File: config.mk
export PLATFORM = sky130hd
export DESIGN_NAME = multi_key_led_ctrl
export DESIGN_NICKNAME = d
export VERILOG_FILES = /design/src/rtl/multi_key_pkg.sv /design/src/rtl/key_filter_ch.sv /design/src/rtl/multi_key_led_ctrl.sv
export SDC_FILE = /design/constraint.sdc
export NUM_CORES = 1
export LEC_CHECK = 0
export ABC_AREA = 1
export BUFFER_PORTS_ARGS = -buffer_cell sky130_fd_sc_hd__buf_2
export CAP_MARGIN = 5
export CORE_MARGIN = 5
export CORE_UTILIZATION = 50
export DETAILED_ROUTE_END_ITERATION = 7
export PLACE_DENSITY_LB_ADDON = 0.3
export SLEW_MARGIN = 5
export SYNTH_ARGS = -nofsm -noshare
export SYNTH_HDL_FRONTEND = slang
export SYNTH_SLANG_ARGS = --single-unit
File: constraint.sdc
create_clock -name sys_clk -period 1.98 [get_ports sys_clk]
set_clock_uncertainty 0.2 [all_clocks]
set_input_delay 0.396 -clock sys_clk [delete_from_list [all_inputs] [get_ports sys_clk]]
set_output_delay 0.396 -clock sys_clk [all_outputs]
set_load 0.005 [all_outputs]
File: src/rtl/multi_key_pkg.sv
// Shared types and helpers for the multi-key debounce / LED mode controller.
package multi_key_pkg;

  typedef enum logic [1:0] {
    MODE_OFF   = 2'd0,
    MODE_ON    = 2'd1,
    MODE_BLINK = 2'd2
  } led_mode_e;

  typedef enum logic [1:0] {
    ST_IDLE      = 2'd0,
    ST_PRESSED   = 2'd1,
    ST_LONG_HELD = 2'd2
  } press_state_e;

  // Counter width for a counter running 0..terminal-1, never narrower than 1 bit.
  function automatic int cnt_width(input int terminal);
    int w;
    w = $clog2(terminal);
    return (w < 1) ? 1 : w;
  endfunction

endpackage

File: src/rtl/key_filter_ch.sv
// One key channel: 2-flop synchroniser, debounce filter and short/long press FSM.
module key_filter_ch
  import multi_key_pkg::*;
#(
  parameter int DEB_CYCLES     = 1_000_000,
  parameter int LONG_CYCLES    = 50_000_000,
  parameter int KEY_ACTIVE_LOW = 1
) (
  input  logic sys_clk,
  input  logic sys_rst,
  input  logic key_raw,
  output logic key_state,
  output logic short_flag,
  output logic long_flag
);

  localparam int   DEB_W    = cnt_width(DEB_CYCLES);
  localparam int   HOLD_W   = cnt_width(LONG_CYCLES);
  localparam logic RELEASED = (KEY_ACTIVE_LOW != 0);

  logic              sync_q1;
  logic              sync_q2;
  logic              sample;
  logic [DEB_W-1:0]  deb_cnt;
  logic [HOLD_W-1:0] hold_cnt;
  press_state_e      state;

  // Normalised so that 1 always means pressed.
  assign sample = sync_q2 ^ RELEASED;

  always_ff @(posedge sys_clk) begin
    if (sys_rst) begin
      sync_q1 <= RELEASED;
      sync_q2 <= RELEASED;
    end else begin
      sync_q1 <= key_raw;
      sync_q2 <= sync_q1;
    end
  end

  always_ff @(posedge sys_clk) begin
    if (sys_rst) begin
      deb_cnt   <= '0;
      key_state <= 1'b0;
    end else if (sample == key_state) begin
      deb_cnt <= '0;
    end else if (deb_cnt == DEB_W'(DEB_CYCLES - 1)) begin
      key_state <= sample;
      deb_cnt   <= '0;
    end else begin
      deb_cnt <= deb_cnt + 1'b1;
    end
  end

  // A release is honoured before the long terminal if both land on the same cycle.
  always_ff @(posedge sys_clk) begin
    if (sys_rst) begin
      state      <= ST_IDLE;
      hold_cnt   <= '0;
      short_flag <= 1'b0;
      long_flag  <= 1'b0;
    end else begin
      short_flag <= 1'b0;
      long_flag  <= 1'b0;
      case (state)
        ST_IDLE: begin
          if (key_state) begin
            state    <= ST_PRESSED;
            hold_cnt <= '0;
          end
        end
        ST_PRESSED: begin
          if (!key_state) begin
            short_flag <= 1'b1;
            state      <= ST_IDLE;
          end else if (hold_cnt == HOLD_W'(LONG_CYCLES - 1)) begin
            long_flag <= 1'b1;
            state     <= ST_LONG_HELD;
          end else begin
            hold_cnt <= hold_cnt + 1'b1;
          end
        end
        ST_LONG_HELD: begin
          if (!key_state) state <= ST_IDLE;
        end
        default: state <= ST_IDLE;
      endcase
    end
  end

endmodule

File: src/rtl/multi_key_led_ctrl.sv
// NUM_KEYS debounced keys, each driving one LED through an OFF/ON/BLINK mode register.
module multi_key_led_ctrl
  import multi_key_pkg::*;
#(
  parameter int NUM_KEYS       = 4,
  parameter int DEB_CYCLES     = 1_000_000,
  parameter int LONG_CYCLES    = 50_000_000,
  parameter int BLINK_CYCLES   = 12_500_000,
  parameter int KEY_ACTIVE_LOW = 1,
  parameter int LED_ACTIVE_LOW = 1
) (
  input  logic                sys_clk,
  input  logic                sys_rst,
  input  logic [NUM_KEYS-1:0] key_in,
  output logic [NUM_KEYS-1:0] led_out,
  output logic [NUM_KEYS-1:0] key_state,
  output logic [NUM_KEYS-1:0] short_flag,
  output logic [NUM_KEYS-1:0] long_flag
);

  localparam int   BLINK_W = cnt_width(BLINK_CYCLES);
  localparam logic LED_INV = (LED_ACTIVE_LOW != 0);

  logic [BLINK_W-1:0] blink_cnt;
  logic               blink_phase;
  logic               blink_wrap;
  logic               blink_phase_nxt;

  // One free-running timer keeps every blinking LED in phase.
  assign blink_wrap      = (blink_cnt == BLINK_W'(BLINK_CYCLES - 1));
  assign blink_phase_nxt = blink_phase ^ blink_wrap;

  always_ff @(posedge sys_clk) begin
    if (sys_rst) begin
      blink_cnt   <= '0;
      blink_phase <= 1'b0;
    end else begin
      blink_cnt   <= blink_wrap ? '0 : blink_cnt + 1'b1;
      blink_phase <= blink_phase_nxt;
    end
  end

  for (genvar i = 0; i < NUM_KEYS; i++) begin : g_ch
    led_mode_e mode;
    led_mode_e mode_nxt;
    logic      lit_nxt;
    logic      led_q;

    key_filter_ch #(
      .DEB_CYCLES    (DEB_CYCLES),
      .LONG_CYCLES   (LONG_CYCLES),
      .KEY_ACTIVE_LOW(KEY_ACTIVE_LOW)
    ) u_filter (
      .sys_clk   (sys_clk),
      .sys_rst   (sys_rst),
      .key_raw   (key_in[i]),
      .key_state (key_state[i]),
      .short_flag(short_flag[i]),
      .long_flag (long_flag[i])
    );

    always_comb begin
      mode_nxt = mode;
      if (long_flag[i]) begin
        mode_nxt = MODE_BLINK;
      end else if (short_flag[i]) begin
        mode_nxt = (mode == MODE_OFF) ? MODE_ON : MODE_OFF;
      end
    end

    // LED register tracks the mode and phase registers updated on the same edge.
    always_comb begin
      lit_nxt = 1'b0;
      case (mode_nxt)
        MODE_ON:    lit_nxt = 1'b1;
        MODE_BLINK: lit_nxt = blink_phase_nxt;
        default:    lit_nxt = 1'b0;
      endcase
    end

    always_ff @(posedge sys_clk) begin
      if (sys_rst) begin
        mode  <= MODE_OFF;
        led_q <= LED_INV;
      end else begin
        mode  <= mode_nxt;
        led_q <= lit_nxt ^ LED_INV;
      end
    end

    assign led_out[i] = led_q;
  end

endmodule

==> metrics.md <==
| Metric | Value |
|---|---|
| Net count, final | ~2200 |
| Synth Register Bits | about 250 |
| Worst path cell trace | ha_4 -> nand2_2 -> nor2_4 -> nand3_1 -> nor2_1 -> nand3_2 -> nand2_4 -> buf_4 -> o21ai_0 -> and2_1 |
| Fill cell count | 2547 |
| Most common cell after layout, fill and taps aside | nand2_1 |
| Crit Path Max Fanout | 7 |
| First-pass GRT wire length | about 55000 µm |
| Initial antenna violation count | 0 |
| Clock transition at path regs | 0.06 ns |
| CP arrival | 2.13 ns |
| Hold Startpoint | sys_rst |
| Tcrit/Tclk final | 0.9582 |
| Pins Over Slew Limit | 0 |
| Yosys Warn Count | 0 |
| Area contributors post-synth | dfxtp_1 (36%), nand2_1 (15%), nor2_1 (10%) |
| Final HPWL DP | ~23000 µm |
| Crit path time final | ~1.9 ns |
| Gr usage total | 0.2038 |
| IO buf count | 21 |
| Final setup violation count | 0 |
| CP Buf/Inv Count | 1 |
| DRT antenna net count | 0 |
| P&R area growth vs syn | 15.06% |
| Largest net degree at the start of global routing | 46 |
| CP required | 2.21 ns |
| Chip Height | roughly 180 µm |
| Root Driver | clkbuf_16 |
| Initial Util | 0.5094 |
| Worst-Skew Late Latency | approximately 0.54 ns |
| Max Clk Rate | 0.5271 GHz |
| Placed cells | roughly 2500 |
| Avg Cell Area, Syn | ~6.4 µm² |
| Core Region | ~27000 µm² |
| Max Cap Violations | 0 |
| Cell Area, Synth | approximately 14000 µm² |
| Routed len/inst | between 10 and 15 µm |
| Routed WL | 32160 µm |
| GPL Wtd Cong | between 0.9 and 1 |
| Max_slew headroom | 0.6622 |
| First-pass detailed-route iteration total | 6 |
| # DRC | 0 |
| Overall die width | 175.9 µm |
| Run status | finished clean |
| CTS tree | yes |
| Fin. Hold Viols | 0 |
| Die ar. | 30950 µm² |
| Vias in the first global route | ~12000 |
| Syn Nets | around 2200 |
| CTS max path bufs | 3 |
| VDD IR max | approximately 0.58 mV |
| H-tree level count | 1 |
| Via/cell ratio | 5.192 |
| Crit end category | register |
| Cell class contributing the biggest share of worst-path delay | simple AND/OR/NAND/NOR gates |
| Pleak | 5.892 nW |
| R2R Path End | g_ch[2].u_filter.hold_cnt[3]$_SDFFE_PP0P_ |
| # rows | 60 |
| Grt ovf | 0 |
| R2R Setup Slk | 0.08 ns |
| # IOs | 22 |
| Power Total | ~11 mW |
| Share of the synthesized area in the top cell type | 0.3621 |
| Commonest non-fill, non-tap cells in the layout | nand2_1 (533), nor2_1 (356), inv_1 (279) |
| Setup crit start kind | register |
| Non-filler cells, final | roughly 2600 |
| # clock sinks | approximately 250 |
| CP max stage delay | 0.36 ns |
| Post-synth top area cell | dfxtp_1 |
| Unique cell type count in the Yosys netlist | 41 |
| Hold Path Stages | 3 |
| Synthesized instance count | approximately 2100 |
| WS Path Type | register to register |
| Fraction of layout cells with a size suffix above 1 | 0.1243 |
| Vias | approximately 13000 |
| Seq/Total Area, Yosys | 0.3621 |
| Number of cells on the worst reg-to-reg path | 10 |
| N_diodes | 0 |
| Drt initial violations | 1019 |
| Slowest CP cell | dfxtp_2 |
| Cts bufs inserted | 28 |
| Worst r2r src | g_ch[2].u_filter.hold_cnt[0]$_SDFFE_PP0P_ |
| Path type of the worst min-delay path | input pin to register |
| Endpoint, Worst Hold | g_ch[2].u_filter.hold_cnt[6]$_SDFFE_PP0P_ |
| Worst-Margin Slew | ~0.5 ns |
| Pwr per Cell Area | roughly 670 nW/µm² |
-- registers in the layout (all words and copies together) (netlist names) --
signal,cells
g_ch.u_filter.hold_cnt,104
g_ch.u_filter.deb_cnt,80
blink_cnt,24
g_ch.mode,8
g_ch.u_filter.state,8
g_ch.led_q,4
g_ch.u_filter.key_state,4
g_ch.u_filter.long_flag,4
g_ch.u_filter.short_flag,4
g_ch.u_filter.sync_q1,4
g_ch.u_filter.sync_q2,4
blink_phase,1
-- layer usage --
metal | global-route usage | wire, µm | vias to the layer above
li1 | - | - | 6918
met1 | 0.2745 | 14700 | 6030
met2 | 0.3422 | 14830 | 364
met3 | 0.02841 | 1755 | 69
met4 | 0.05913 | 883 | 0
met5 | 0 | 0 | -
-- Yosys cell counts (all sizes together) --
master / instances
a31oi: 5
and2: 2
nor3b: 16
nand3: 148
ha: 17
nor3: 73
nand2: 556
or2: 22
nand4: 63
o21ai: 65
nor4: 8
a21oi: 110
inv: 287
buf: 45
dfxtp: 249
clkbuf: 18
a211oi: 1
and3: 1
xnor2: 12
o31ai: 1
nor2: 396
nand3b: 12
xor2: 31
o21bai: 8
o21a: 1
-- worst max path at each step --
stage	startpoint	to	slack [ns]	cells past startpoint
floorplan	g_ch[3].u_filter.hold_cnt[0]$_SDFFE_PP0P_	g_ch[3].u_filter.hold_cnt[20]$_SDFFE_PP0P_	0.08	12
CTS	g_ch[0].u_filter.hold_cnt[1]$_SDFFE_PP0P_	g_ch[0].u_filter.hold_cnt[0]$_SDFFE_PP0P_	0.0007	10
finish	g_ch[2].u_filter.hold_cnt[0]$_SDFFE_PP0P_	g_ch[2].u_filter.hold_cnt[3]$_SDFFE_PP0P_	0.08	10
global placement	g_ch[0].u_filter.hold_cnt[1]$_SDFFE_PP0P_	g_ch[0].u_filter.hold_cnt[23]$_SDFFE_PP0P_	0.05	10
global route	g_ch[2].u_filter.hold_cnt[1]$_SDFFE_PP0P_	g_ch[2].u_filter.hold_cnt[0]$_SDFFE_PP0P_	-0.09	9
detailed placement	g_ch[0].u_filter.hold_cnt[1]$_SDFFE_PP0P_	g_ch[0].u_filter.hold_cnt[23]$_SDFFE_PP0P_	-0.02	10
-- worst register-to-register path, delay by kind of cell (launching register included) --
kind / cells / cell delay (ns)
buf+inv: 1 / 0.14
flops: 1 / 0.36
simple gates: 7 / 0.88
compound gates: 1 / 0.07
fa+ha+maj: 1 / 0.15
-- stage by stage --
stage / instance area, µm² / setup TNS [ns] / util / hold slack [ns] / worst slack (ns)
floorplan: 13770 / 0 / - / 0.1895 / 0.08468
global placement: 14540 / 0 / 0.5378 / 0.1951 / 0.04528
detailed placement: 14540 / -0.05154 / 0.5378 / 0.1983 / -0.01714
CTS: 15550 / 0 / 0.5754 / 0.1045 / 0.0006839
global route: 15840 / -0.2714 / 0.5861 / 0.1143 / -0.08642
finish: 15840 / 0 / 0.5861 / 0.1231 / 0.08284
-- report_power, final --
part / switching (mW) / internal (mW)
logic: 0.114 / 0.0625
clock network: 2.12 / 3.26
registers: 0.00792 / 5.02
total: 2.24 / 8.34
-- cells by family after synthesis --
logic type               synth area share
adder cells (fa/ha/maj)           0.01545
flip-flops                         0.3621
XOR/XNOR                          0.02736
AND/OR/NAND/NOR                    0.4134
AO/OA/AOI/OAI                     0.07435
buffers and inverters              0.1073
-- cell type report --
type | count | area (µm²) | share of cell area
multi-input combinational | 1548 | 7531 | 0.4755
timing repair buffer | 101 | 829.5 | 0.05237
clock inverter | 11 | 142.6 | 0.009005
clock buffer | 40 | 817.0 | 0.05158
sequential | 249 | 5002 | 0.3158
inverter | 287 | 1090 | 0.06881
tap | 341 | 426.7 | 0.02694
-- timing repair --
action,4_1_cts,5_1_grt
hold buffers,4,0
gates resized for setup,2,85
pin swaps,1,9
endpoints found under the setup margin,10,139
buffers inserted,1,2
endpoints found under the hold margin,4,0
No activity file was read; power rests on OpenSTA's default activity.
